### src/rtl/trap_ctrl.sv
// Trap sequencer: accepts exception/interrupt/xRET events, pulses CSR/mstatus/priv writes, then hands a redirect PC to fetch.
// Optional TRAP_VECTORED_INTERRUPT_EN: interrupts vector to base + 4*cause when tvec[1:0] == 1.
module trap_ctrl #(
  parameter int XLEN = 32,
  parameter int NIRQ = 16
) (
  input  logic            clock,
  input  logic            reset,
  input  logic [1:0]      cur_priv,
  input  logic            ev_valid,
  output logic            ev_ready,
  input  logic            exc_valid,
  input  logic [4:0]      exc_cause,
  input  logic [XLEN-1:0] exc_tval,
  input  logic            mret,
  input  logic            sret,
  input  logic [XLEN-1:0] ev_pc,
  input  logic [NIRQ-1:0] irq_pending,
  input  logic            mstatus_mie,
  input  logic            mstatus_sie,
  input  logic            mstatus_mpie,
  input  logic            mstatus_spie,
  input  logic [1:0]      mstatus_mpp,
  input  logic            mstatus_spp,
  input  logic [XLEN-1:0] medeleg,
  input  logic [NIRQ-1:0] mideleg,
  input  logic [XLEN-1:0] mtvec,
  input  logic [XLEN-1:0] stvec,
  input  logic [XLEN-1:0] mepc,
  input  logic [XLEN-1:0] sepc,
  output logic            flush,
  output logic            trap_w_en,
  output logic            trap_to_s,
  output logic [XLEN-1:0] epc_val,
  output logic [XLEN-1:0] tval_val,
  output logic [XLEN-1:0] cause_val,
  output logic            mstatus_w_en,
  output logic            new_mie,
  output logic            new_sie,
  output logic            new_mpie,
  output logic            new_spie,
  output logic [1:0]      new_mpp,
  output logic            new_spp,
  output logic            priv_w_en,
  output logic [1:0]      priv_w_val,
  output logic            redirect_valid,
  output logic [XLEN-1:0] redirect_pc,
  input  logic            redirect_ready
);
  localparam int IW = (NIRQ > 1) ? $clog2(NIRQ) : 1;

  typedef enum logic [1:0] {IDLE, COMMIT, REDIRECT} state_t;
  state_t state_q, state_d;

  logic            trap_q, trap_d;
  logic            to_s_q, to_s_d;
  logic [XLEN-1:0] epc_q, epc_d, tval_q, tval_d, cause_q, cause_d, rpc_q, rpc_d;
  logic [6:0]      mst_q, mst_d;   // {mie, sie, mpie, spie, mpp[1:0], spp}
  logic [1:0]      priv_q, priv_d;

  // Fixed architectural priority first, then lowest index.
  function automatic int irq_rank(input int i);
    case (i)
      11:      irq_rank = 0;
      3:       irq_rank = 1;
      7:       irq_rank = 2;
      9:       irq_rank = 3;
      1:       irq_rank = 4;
      5:       irq_rank = 5;
      default: irq_rank = 6 + i;
    endcase
  endfunction

  logic [NIRQ-1:0] irq_take;
  always_comb begin
    irq_take = '0;
    for (int i = 0; i < NIRQ; i++) begin
      if (irq_pending[i]) begin
        if (mideleg[i] && cur_priv != 2'd3)
          irq_take[i] = (cur_priv == 2'd0) || (cur_priv == 2'd1 && mstatus_sie);
        else
          irq_take[i] = (cur_priv != 2'd3) || mstatus_mie;
      end
    end
  end

  logic          irq_found;
  logic [IW-1:0] irq_idx;
  always_comb begin
    int best;
    best      = NIRQ + 6;
    irq_found = 1'b0;
    irq_idx   = '0;
    for (int i = 0; i < NIRQ; i++) begin
      if (irq_take[i] && irq_rank(i) < best) begin
        best      = irq_rank(i);
        irq_found = 1'b1;
        irq_idx   = IW'(i);
      end
    end
  end

  logic is_exc, is_mret, is_sret, is_irq, is_trap, tgt_s, accept;
  assign is_exc  = exc_valid;
  assign is_mret = !exc_valid && mret;
  assign is_sret = !exc_valid && !mret && sret;
  assign is_irq  = !exc_valid && !mret && !sret && irq_found;
  assign is_trap = is_exc || is_irq;
  assign tgt_s   = is_trap && (cur_priv != 2'd3) &&
                   (is_exc ? medeleg[exc_cause] : mideleg[irq_idx]);
  assign accept  = ev_valid && (state_q == IDLE) && (is_trap || is_mret || is_sret);

  logic [XLEN-1:0] tvec_sel, tvec_base, trap_pc;
  assign tvec_sel  = tgt_s ? stvec : mtvec;
  assign tvec_base = {tvec_sel[XLEN-1:2], 2'b00};
`ifdef TRAP_VECTORED_INTERRUPT_EN
  assign trap_pc = tvec_base +
                   ((is_irq && tvec_sel[1:0] == 2'b01) ? (XLEN'(irq_idx) << 2) : '0);
`else
  logic unused_tvec_mode;
  assign unused_tvec_mode = ^tvec_sel[1:0];
  assign trap_pc = tvec_base;
`endif

  always_comb begin
    logic n_mie, n_sie, n_mpie, n_spie, n_spp;
    logic [1:0] n_mpp;
    state_d = state_q;
    trap_d  = trap_q;
    to_s_d  = to_s_q;
    epc_d   = epc_q;
    tval_d  = tval_q;
    cause_d = cause_q;
    rpc_d   = rpc_q;
    mst_d   = mst_q;
    priv_d  = priv_q;
    n_mie   = mstatus_mie;
    n_sie   = mstatus_sie;
    n_mpie  = mstatus_mpie;
    n_spie  = mstatus_spie;
    n_mpp   = mstatus_mpp;
    n_spp   = mstatus_spp;
    case (state_q)
      IDLE: if (accept) begin
        state_d = COMMIT;
        trap_d  = is_trap;
        to_s_d  = tgt_s;
        epc_d   = is_trap ? ev_pc : '0;
        tval_d  = is_exc ? exc_tval : '0;
        cause_d = is_exc ? {{(XLEN-5){1'b0}}, exc_cause} :
                  is_irq ? {1'b1, {(XLEN-1-IW){1'b0}}, irq_idx} : '0;
        if (is_trap && tgt_s) begin
          n_spie = mstatus_sie; n_sie = 1'b0; n_spp = cur_priv[0];
          priv_d = 2'd1; rpc_d = trap_pc;
        end else if (is_trap) begin
          n_mpie = mstatus_mie; n_mie = 1'b0; n_mpp = cur_priv;
          priv_d = 2'd3; rpc_d = trap_pc;
        end else if (is_mret) begin
          n_mie = mstatus_mpie; n_mpie = 1'b1; n_mpp = 2'd0;
          priv_d = mstatus_mpp; rpc_d = mepc;
        end else begin
          n_sie = mstatus_spie; n_spie = 1'b1; n_spp = 1'b0;
          priv_d = {1'b0, mstatus_spp}; rpc_d = sepc;
        end
        mst_d = {n_mie, n_sie, n_mpie, n_spie, n_mpp, n_spp};
      end
      COMMIT:   state_d = REDIRECT;
      REDIRECT: if (redirect_ready) state_d = IDLE;
      default:  state_d = IDLE;
    endcase
  end

  always_ff @(posedge clock or posedge reset) begin
    if (reset) begin
      state_q <= IDLE;
      trap_q  <= 1'b0;
      to_s_q  <= 1'b0;
      epc_q   <= '0;
      tval_q  <= '0;
      cause_q <= '0;
      rpc_q   <= '0;
      mst_q   <= '0;
      priv_q  <= '0;
    end else begin
      state_q <= state_d;
      trap_q  <= trap_d;
      to_s_q  <= to_s_d;
      epc_q   <= epc_d;
      tval_q  <= tval_d;
      cause_q <= cause_d;
      rpc_q   <= rpc_d;
      mst_q   <= mst_d;
      priv_q  <= priv_d;
    end
  end

  // Everything is gated by state so nothing leaks outside its phase.
  logic commit;
  assign commit         = (state_q == COMMIT);
  assign ev_ready       = (state_q == IDLE);
  assign flush          = commit;
  assign priv_w_en      = commit;
  assign mstatus_w_en   = commit;
  assign trap_w_en      = commit && trap_q;
  assign trap_to_s      = commit && to_s_q;
  assign epc_val        = commit ? epc_q   : '0;
  assign tval_val       = commit ? tval_q  : '0;
  assign cause_val      = commit ? cause_q : '0;
  assign priv_w_val     = commit ? priv_q  : '0;
  assign {new_mie, new_sie, new_mpie, new_spie, new_mpp, new_spp} = commit ? mst_q : '0;
  assign redirect_valid = (state_q == REDIRECT);
  assign redirect_pc    = redirect_valid ? rpc_q : '0;
endmodule

### config.mk
export PLATFORM = sky130hd
export DESIGN_NAME = trap_ctrl
export DESIGN_NICKNAME = d
export VERILOG_FILES = /design/src/rtl/trap_ctrl.sv
export SDC_FILE = /design/constraint.sdc
export NUM_CORES = 1
export LEC_CHECK = 0
export ABC_AREA = 0
export BUFFER_PORTS_ARGS = -buffer_cell sky130_fd_sc_hd__clkbuf_2
export CORE_AREA = 2 2 165 167
export CTS_BUF_LIST = sky130_fd_sc_hd__clkbuf_4
export CTS_CLUSTER_SIZE = 12
export DETAILED_ROUTE_END_ITERATION = 16
export DIE_AREA = 0 0 167 169
export HOLD_SLACK_MARGIN = 0.02
export PLACE_DENSITY = 0.59
export SETUP_SLACK_MARGIN = 0.05
export SLEW_MARGIN = 20
export SYNTH_ARGS = -nofsm -noshare
export SYNTH_HDL_FRONTEND = slang
export SYNTH_SLANG_ARGS = --single-unit
export TNS_END_PERCENT = 100
### constraint.sdc
create_clock -name clock -period 4.7 [get_ports clock]
set_clock_uncertainty 0.05 [all_clocks]
set_input_delay 0.705 -clock clock [delete_from_list [all_inputs] [get_ports clock]]
set_output_delay 0.705 -clock clock [all_outputs]
set_load 0.02 [all_outputs]
==> results of run 1 <==
through the flow:
| step | hold slack [ns] | instance area (um^2) | power (mW) | setup WS, ns |
|---|---|---|---|---|
| detailed placement | 0.398 | 9770 | 3.71 | 0.112 |
| floorplan | 0.380 | 7610 | 3.00 | 0.747 |
| global placement | 0.394 | 9770 | 3.67 | 0.139 |
| finish | 0.237 | 10100 | 4.40 | 0.532 |
| global route | 0.271 | 10000 | 4.77 | 0.388 |
| CTS | 0.257 | 10000 | 4.48 | 0.686 |
routing by layer:
layer,vias to the layer above,wire (um),GRT usage (%)
li1,3668,-,-
met1,3654,11900,25.0
met2,313,12600,29.3
met3,31,1630,3.69
met4,2,486,5.36
met5,-,13,0
worst max path at each step:
stage / from / to / slack (ns) / cells after the start
3_3_place_gp: mstatus_sie / rpc_q[27]$_DFFE_PP0P_ / 0.14 / 14
4_1_cts: mstatus_sie / rpc_q[29]$_DFFE_PP0P_ / 0.69 / 15
5_1_grt: mstatus_sie / rpc_q[18]$_DFFE_PP0P_ / 0.39 / 16
2_1_floorplan: mstatus_sie / rpc_q[2]$_DFFE_PP0P_ / 0.75 / 16
6_report: mstatus_sie / rpc_q[29]$_DFFE_PP0P_ / 0.53 / 15
3_5_place_dp: mstatus_sie / rpc_q[28]$_DFFE_PP0P_ / 0.11 / 16
cell families (layout without fill, tap and decap cells):
logic type	Yosys count	count (layout)
muxes	48	48
and+or+nand+nor	355	355
DFF	115	115
AOI/OAI and AO/OA	194	194
other	1	28
buffers and inverters	106	463
critical path, delay by kind of cell:
family / cells / cell delay, ns
compound gates: 7 / 1.84
buf+inv: 3 / 0.56
mux: 1 / 0.38
simple gates: 4 / 0.97
cells in the mapped netlist (2+ instances only):
master / number
inv_2: 2
o21a_1: 3
buf_2: 7
mux4_2: 10
o2111ai_4: 2
o2111ai_1: 9
o21ai_0: 41
nor2_1: 21
nand3b_1: 14
o311ai_1: 2
a211oi_1: 6
o2111ai_2: 5
a31oi_1: 5
o211ai_1: 5
o22ai_1: 2
mux2i_1: 36
o41a_1: 2
nor2b_1: 4
nand2_1: 132
a311o_1: 2
and2_1: 115
nor4_1: 4
buf_1: 4
a22o_1: 32
buf_4: 28
nand3_1: 39
a21o_1: 5
a21oi_1: 17
dfrtp_1: 115
inv_1: 11
buf_6: 6
a221o_1: 33
clkbuf_1: 48
nand4_1: 5
nand4_2: 2
nor3_1: 7
nor3b_1: 2
o2111a_1: 12
cell type report:
cell class / instances / share of cell area [%]
diodes: 2 / 0.0498
clock buffers: 17 / 1.27
clock inverters: 15 / 1.44
inverters: 13 / 0.510
multi-input cells: 623 / 41.8
flip-flops and latches: 115 / 28.6
well taps: 341 / 4.24
repair buffers: 418 / 22.0
power groups by stage:
stage	Clock [mW]	Sequential [mW]	Combinational, mW
6_report	0.744	1.64	2.02
5_1_grt	0.828	1.70	2.24
4_1_cts	0.786	1.64	2.05
3_5_place_dp	0	1.66	2.05
3_3_place_gp	0	1.64	2.03
2_1_floorplan	0	1.60	1.41
flip-flops by register name (all words and copies together), names as in the netlist:
register and flops:
state_q 2, to_s_q 1, tval_q 32, trap_q 1, priv_q 2, epc_q 32
rpc_q 32, cause_q 6, mst_q 7
==> flow_summary.ini, run 1 <==
[run_status]
outcome = complete, no violations

[layout]
fin_nets = 1465
fillCellCount = 2761
register_area_um2 = 2880
mostFrequentLayoutCells = 390 x clkbuf_2, 132 x nand2_1, 115 x and2_1, 115 x dfrtp_1, 41 x o21ai_0
mostFrequentLayoutCell = clkbuf_2
drive_above_1_share_pct = 40.7
finish.utilization_pct = 37.9
syn_to_final_growth_pct = 33.8
multi_input_area_um2 = 4210
instances_no_fill = 1544

[clock_tree]
clk_root_buffer_cell = clkbuf_4
cts_max_path_buffers = 2
cts_max_level = 4
cts_sinks = 115
cts_buffers = 17
cts_tree = yes
clk_pin_slew_ns = 0.14
cts_resized = 0
holdBufCountCts = 0
cts_setup_buffers = 0
clk_latency_ns = 0.50

[floorplan]
die_y_um = 169
start_util_pct = 28.3
rows = 60
die_x_um = 167
ios = 421
dieArea_um2 = 28200
core_um2 = 26500

[timing]
slew_headroom_pct = 54.4
fmax_mhz = 240
drv_slew = 0
worstMarginPinSlew_ns = 0.684
hold_viol_final = 0
period_minus_slack_ns = 4.17
grt_setup_unrepaired = false
setup_viol = 0
setup_tns_ns = 0
period_share_pct = 88.7

[setup_path]
r2r_cells = 7
worst_ep_arrival_time_ns = 4.52
r2r_start = state_q[1]$_DFFE_PP0P_
required_ns = 5.05
crit_path_cell_trace = clkbuf_2 > or2_1 > buf_4 > o2111ai_2 > nand4_2 > o211ai_1 > nand2_1 > a31oi_1 > mux2_2 > o2111ai_1 > o2111ai_2 > a21oi_1 > nor2_2 > buf_12 > a221o_1
crit_path_max_incr_delay_ns = 0.48
r2r_setup_slack_ns = 2.66
critPathMostFrequentCell = o2111ai_2
crit_type = input pin to flip-flop
crit_fanout = 33
critPathLaunchType = input pin
cp_slowest_cell = or2_1
endpoint_kind = flip-flop
r2r-end = tval_q[30]$_DFFE_PP0P_

[synthesis]
async_flop_share_pct = 100
synthMuxAreaShare_pct = 8.09
syn_inst = 819
yosys_register_bits = 115
syn_avg_cell_area_um2 = 9.17
synth_top_family_by_area = simple AND/OR/NAND/NOR gates
yosys.area_share.adder_pct = 0
synth_compound_area_share_pct = 21.6
yosys_warnings = 0
synth_edf_count = 0
synth_top_area_share_pct = 38.3
synth_area_leaders = dfrtp_1 38%, and2_1 9.6%, nand2_1 6.6%, mux2i_1 4.8%, a221o_1 4.4%
synth-simple-area-share_pct = 24.6
synth-seq-area-share_pct = 38.3
synthXorXnorAreaFrac_pct = 0
synth_flop_cell = dfrtp_1
synth.cell_area_um2 = 7510
synth_cell_types = 62
synth_top_cell_by_area = dfrtp_1

[global_route]
grt_pass1_wl_um = 41300
grt_overflow = 0
antenna_found_initial = 2
grt_pass1_vias = 7389
gr-usage-all-layers_pct = 18.3
grt_max_degree = 116

[power]
internal_power_mw = 2.52
p_switching_mw = 1.88
leakagePower_nw = 5.17
pwr-share-seq_pct = 37.2
p_per_area_nw_per_um2 = 438
pwr-share-clk_pct = 16.9
switching_share_pct = 42.8
comb_power_share_pct = 45.9
peakVddDrop_uv = 210

[place]
post-dp-hpwl_um = 19900
place.gp.congestion = 0.910
port_buffers = 390
numPlacedInstances = 1510

[route]
drtPass1Iterations = 5
drcViolationCount = 0
drt.antenna.violating_nets = 0
post_drt_wl_per_cell_um = 17.3
routed_via_density = 4.97
num_vias = 7668
wl_um = 26700
first_iter_violations = 536

[hold_path]
min-delay-path-class = input pin to async pin

[flow_run]
max_cap_viol_count = 0
(Power assumes the default switching activity.)
==> run 2: changes to the inputs <==
--- a/config.mk
+++ b/config.mk
@@ -7,13 +7,13 @@
 export LEC_CHECK = 0
 export ABC_AREA = 0
 export BUFFER_PORTS_ARGS = -buffer_cell sky130_fd_sc_hd__clkbuf_2
-export CORE_AREA = 2 2 165 167
+export CORE_AREA = 8 8 157 159
 export CTS_BUF_LIST = sky130_fd_sc_hd__clkbuf_4
 export CTS_CLUSTER_SIZE = 12
 export DETAILED_ROUTE_END_ITERATION = 16
-export DIE_AREA = 0 0 167 169
+export DIE_AREA = 0 0 165 167
 export HOLD_SLACK_MARGIN = 0.02
-export PLACE_DENSITY = 0.59
+export PLACE_DENSITY = 0.67
 export SETUP_SLACK_MARGIN = 0.05
 export SLEW_MARGIN = 20
 export SYNTH_ARGS = -nofsm -noshare
==> flow_summary.ini, run 2 (synthesized netlist as in run 1, its figures left out) <==
[run_status]
outcome = complete, no violations

[global_route]
grt_pass1_vias = 7955
gr-usage-all-layers_pct = 20.4
antenna_found_initial = 2
grt_max_degree = 77
grt_overflow = 0
grt_pass1_wl_um = 44600

[setup_path]
endpoint_kind = flip-flop
worst_ep_arrival_time_ns = 4.54
crit_type = input pin to flip-flop
critPathLaunchType = input pin
crit_fanout = 16
required_ns = 5.10

[timing]
fmax_mhz = 241
layout_setup_ws_ns = 0.557
period_share_pct = 88.2
worstMarginPinSlew_ns = 0.653
setup_tns_ns = 0
setup_viol = 0
slew_headroom_pct = 56.4
period_minus_slack_ns = 4.14
hold_ws_ns = 0.168
drv_slew = 0
hold_viol_final = 0
grt_setup_unrepaired = false

[place]
place.gp.congestion = 0.933
numPlacedInstances = 1456
port_buffers = 390
place_ws_ns = 0.0948
place_area_um2 = 9720
post-dp-hpwl_um = 22500

[clock_tree]
clk_root_buffer_cell = clkbuf_4
cts_tree = yes
cts_sinks = 115
cts_setup_buffers = 0
cts_buffers = 17
clk_latency_ns = 0.50
cts_max_level = 4
clk_pin_slew_ns = 0.15
holdBufCountCts = 0
cts_max_path_buffers = 2
cts_resized = 0

[route]
num_vias = 7699
first_iter_violations = 547
wl_um = 28900
drcViolationCount = 0
routed_via_density = 5.16
drtPass1Iterations = 5
post_drt_wl_per_cell_um = 19.4
drt.antenna.violating_nets = 0

[power]
comb_power_share_pct = 44.8
fin_total_pwr_mw = 4.59
p_switching_mw = 1.93
internal_power_mw = 2.65
p_per_area_nw_per_um2 = 455
leakagePower_nw = 5.22
peakVddDrop_uv = 165
pwr-share-clk_pct = 19.3
pwr-share-seq_pct = 35.9
switching_share_pct = 42.1

[layout]
fillCellCount = 2259
design_area_um2 = 10100
mostFrequentLayoutCell = clkbuf_2
finish.utilization_pct = 45.4
largestRegisters = epc_q x32, rpc_q x32, tval_q x32
drive_above_1_share_pct = 40.9
fin_nets = 1468
syn_to_final_growth_pct = 34.2
mostFrequentLayoutCells = 390 x clkbuf_2, 132 x nand2_1, 115 x and2_1, 115 x dfrtp_1, 41 x o21ai_0
instances_no_fill = 1491

[floorplan]
rows = 55
die_y_um = 167
core_um2 = 22200
start_util_pct = 33.8
die_x_um = 165
dieArea_um2 = 27600
ios = 421

[flow_run]
max_cap_viol_count = 0

[hold_path]
min-delay-path-class = input pin to async pin
## run 2: changes by cell type in the layout (fill, tap and decap cells not counted), sizes merged
| cell | delta |
|---|---|
| clkinv | -5 |
| buf | +3 |
| clkinvlp | -1 |
| inv | +4 |
| bufinv | +2 |
## run 2: cell type report
class	count	area, um^2	share of cell area [%]
repair buffers	421	2250	22.3
flip-flops and latches	115	2880	28.5
inverters	13	51.3	0.509
diodes	2	5.00	0.0496
well taps	285	357	3.54
clock buffers	17	128	1.27
clock inverters	15	204	2.02
multi-input cells	623	4210	41.8
## run 2: worst paths after layout
| check | startpoint | endpoint | slack [ns] | depth (start not counted) |
|---|---|---|---|---|
| worst max-delay path | mstatus_sie | rpc_q[22]$_DFFE_PP0P_ | 0.56 | 14 |
| worst min-delay path | reset | epc_q[23]$_DFFE_PP0P_ | 0.17 | 2 |
| worst max register to register | state_q[0]$_DFFE_PP0P_ | rpc_q[22]$_DFFE_PP0P_ | 2.52 | 7 |
| worst min register to register | cause_q[4]$_DFFE_PP0P_ | cause_q[4]$_DFFE_PP0P_ | 0.42 | 2 |
| max in group asynchronous | reset | rpc_q[22]$_DFFE_PP0P_ | 3.43 | 3 |
| min in group clock | ev_pc[15] | epc_q[15]$_DFFE_PP0P_ | 0.33 | 2 |
## run 2: power groups by stage
stage / registers [mW] / clock network [mW] / logic (mW)
after floorplan: 1.60 / 0 / 1.41
after CTS: 1.64 / 0.917 / 2.07
after global placement: 1.64 / 0 / 2.04
after global routing: 1.71 / 0.959 / 2.27
final: 1.64 / 0.887 / 2.05
after detailed placement: 1.66 / 0 / 2.06
## run 2: critical path: stages
cell       delay (ns)
clkbuf_2         0.10
or2_1            0.43
buf_4            0.26
o2111ai_1        0.24
nand4_2          0.27
nor3_1           0.38
a211oi_1         0.10
o22ai_1          0.23
nand2_1          0.13
a21oi_1          0.50
nand2_1          0.52
buf_12           0.31
o21ai_0          0.19
a221o_1          0.14
## run 2: per-layer routing
metal	GRT usage [%]	routed length (um)
met1	27.3	12500
met2	32.4	13700
met3	4.59	2390
met4	4.98	351
met5	0	0
==> run 3: changes to the inputs <==
--- a/config.mk
+++ b/config.mk
@@ -7,13 +7,16 @@
 export LEC_CHECK = 0
 export ABC_AREA = 0
 export BUFFER_PORTS_ARGS = -buffer_cell sky130_fd_sc_hd__clkbuf_2
-export CORE_AREA = 8 8 157 159
+export CAP_MARGIN = 10
+export CELL_PAD_IN_SITES_DETAIL_PLACEMENT = 0
+export CELL_PAD_IN_SITES_GLOBAL_PLACEMENT = 2
+export CORE_MARGIN = 8
+export CORE_UTILIZATION = 25
 export CTS_BUF_LIST = sky130_fd_sc_hd__clkbuf_4
 export CTS_CLUSTER_SIZE = 12
 export DETAILED_ROUTE_END_ITERATION = 16
-export DIE_AREA = 0 0 165 167
 export HOLD_SLACK_MARGIN = 0.02
-export PLACE_DENSITY = 0.67
+export PLACE_DENSITY = 0.85
 export SETUP_SLACK_MARGIN = 0.05
 export SLEW_MARGIN = 20
 export SYNTH_ARGS = -nofsm -noshare
==> flow_summary.ini, run 3 (synthesized netlist as in run 1, its figures left out) <==
[place]
post-dp-hpwl_um = 24200
place.gp.congestion = 0.890
port_buffers = 390
numPlacedInstances = 1561

[hold_path]
min-delay-path-class = input pin to async pin

[setup_path]
crit_type = input pin to flip-flop
critPathMostFrequentCell = a221o_1
endpoint_kind = flip-flop
critPathLaunchType = input pin
cp_slowest_cell = nor2_4
crit_fanout = 33
worst_ep_arrival_time_ns = 4.50
required_ns = 5.09
crit_path_cell_trace = clkbuf_2 > or2_1 > buf_12 > o2111a_1 > nor4_4 > nand3_1 > a41o_1 > and2_2 > mux2i_1 > a221o_1 > o2111ai_2 > a21oi_1 > nor2_4 > a221o_1
crit_path_max_incr_delay_ns = 0.78

[timing]
worstMarginPinSlew_ns = 0.980
slew_headroom_pct = 34.5
fmax_mhz = 243
drv_slew = 0
hold_viol_final = 0
period_minus_slack_ns = 4.12
period_share_pct = 87.6
hold_ws_ns = 0.248
setup_viol = 0
setup_tns_ns = 0
grt_setup_unrepaired = false

[global_route]
grt_pass1_vias = 8048
grt_pass1_wl_um = 47000
gr-usage-all-layers_pct = 16.6
grt_overflow = 0
grt_max_degree = 56
antenna_found_initial = 2

[clock_tree]
cts_max_path_buffers = 2
cts_max_level = 4
clk_root_buffer_cell = clkbuf_4
clk_pin_slew_ns = 0.14
clk_latency_ns = 0.50
cts_tree = yes
cts_setup_buffers = 0
cts_resized = 0
holdBufCountCts = 0
cts_sinks = 115
cts_buffers = 17

[flow_run]
max_cap_viol_count = 0

[layout]
syn_to_final_growth_pct = 35.2
mostFrequentLayoutCell = clkbuf_2
drive_above_1_share_pct = 40.8
fin_nets = 1467
mostFrequentLayoutCells = 390 x clkbuf_2, 132 x nand2_1, 115 x and2_1, 115 x dfrtp_1, 41 x o21ai_0
instances_no_fill = 1594
largestRegisters = epc_q x32, rpc_q x32, tval_q x32

[route]
drt.antenna.violating_nets = 0
drcViolationCount = 0
num_vias = 7677
routed_via_density = 4.82
wl_met2_um = 14800
first_iter_violations = 462
wl_met1_um = 13800
dr_wl_met3_um = 2110
top_layer = met5
post_drt_wl_per_cell_um = 19.4
drtPass1Iterations = 5
wl_um = 31000

[power]
leakagePower_nw = 5.20
p_per_area_nw_per_um2 = 444
peakVddDrop_uv = 156

[floorplan]
die_y_um = 189
rows = 63
die_x_um = 189
core_um2 = 29600
ios = 421
dieArea_um2 = 35900
start_util_pct = 25.3

[run_status]
outcome = complete, no violations
-- run 3: through the flow --
step	cell area [um^2]	util (%)	power (mW)	worst slack, ns
floorplan	7610	-	3.00	0.747
global placement	9860	33.3	3.72	0.0934
detailed placement	9860	33.3	3.76	0.0500
CTS	10200	34.3	4.60	0.634
global route	10200	34.3	4.87	0.443
finish	10200	34.3	4.51	0.583
-- run 3: worst max-delay path, delay by kind of cell --
| kind | cells | cell delay, ns |
|---|---|---|
| AOI/OAI and AO/OA | 6 | 1.46 |
| buffers and inverters | 2 | 0.29 |
| muxes | 1 | 0.12 |
| and+or+nand+nor | 5 | 1.90 |
-- run 3: path summary, 6_finish.rpt --
| kind | startpoint | to | slack, ns | cells after the start |
|---|---|---|---|---|
| setup reg to reg | state_q[1]$_DFFE_PP0P_ | rpc_q[28]$_DFFE_PP0P_ | 2.38 | 6 |
| setup / recovery | mstatus_sie | rpc_q[28]$_DFFE_PP0P_ | 0.58 | 14 |
| max in group asynchronous | reset | rpc_q[21]$_DFFE_PP0P_ | 3.35 | 3 |
| min in group clock | ev_pc[0] | epc_q[0]$_DFFE_PP0P_ | 0.35 | 2 |
| hold reg to reg | tval_q[30]$_DFFE_PP0P_ | tval_q[30]$_DFFE_PP0P_ | 0.42 | 2 |
| hold / removal | reset | epc_q[24]$_DFFE_PP0P_ | 0.25 | 2 |
-- run 3: per-layer routing --
| metal | global-route usage, % | vias to the layer above |
|---|---|---|
| met2 | 27.6 | 305 |
| met5 | 0 | - |
| li1 | - | 3663 |
| met3 | 4.71 | 16 |
| met1 | 21.5 | 3691 |
| met4 | 2.68 | 2 |
-- run 3: report_power, final --
group	internal, mW	switching [mW]
Clock	0.334	0.474
Sequential	1.43	0.217
Combinational	0.808	1.25
Total	2.57	1.94
-- run 3: cell type report --
cell class / instances / area, um^2
tap: 390 / 488
antenna: 1 / 2.50
fill: 3138 / 19500
multi-input combinational: 623 / 4210
clock buffer: 17 / 128
clock inverter: 15 / 173
timing repair buffer: 420 / 2230
sequential: 115 / 2880
inverter: 13 / 51.3
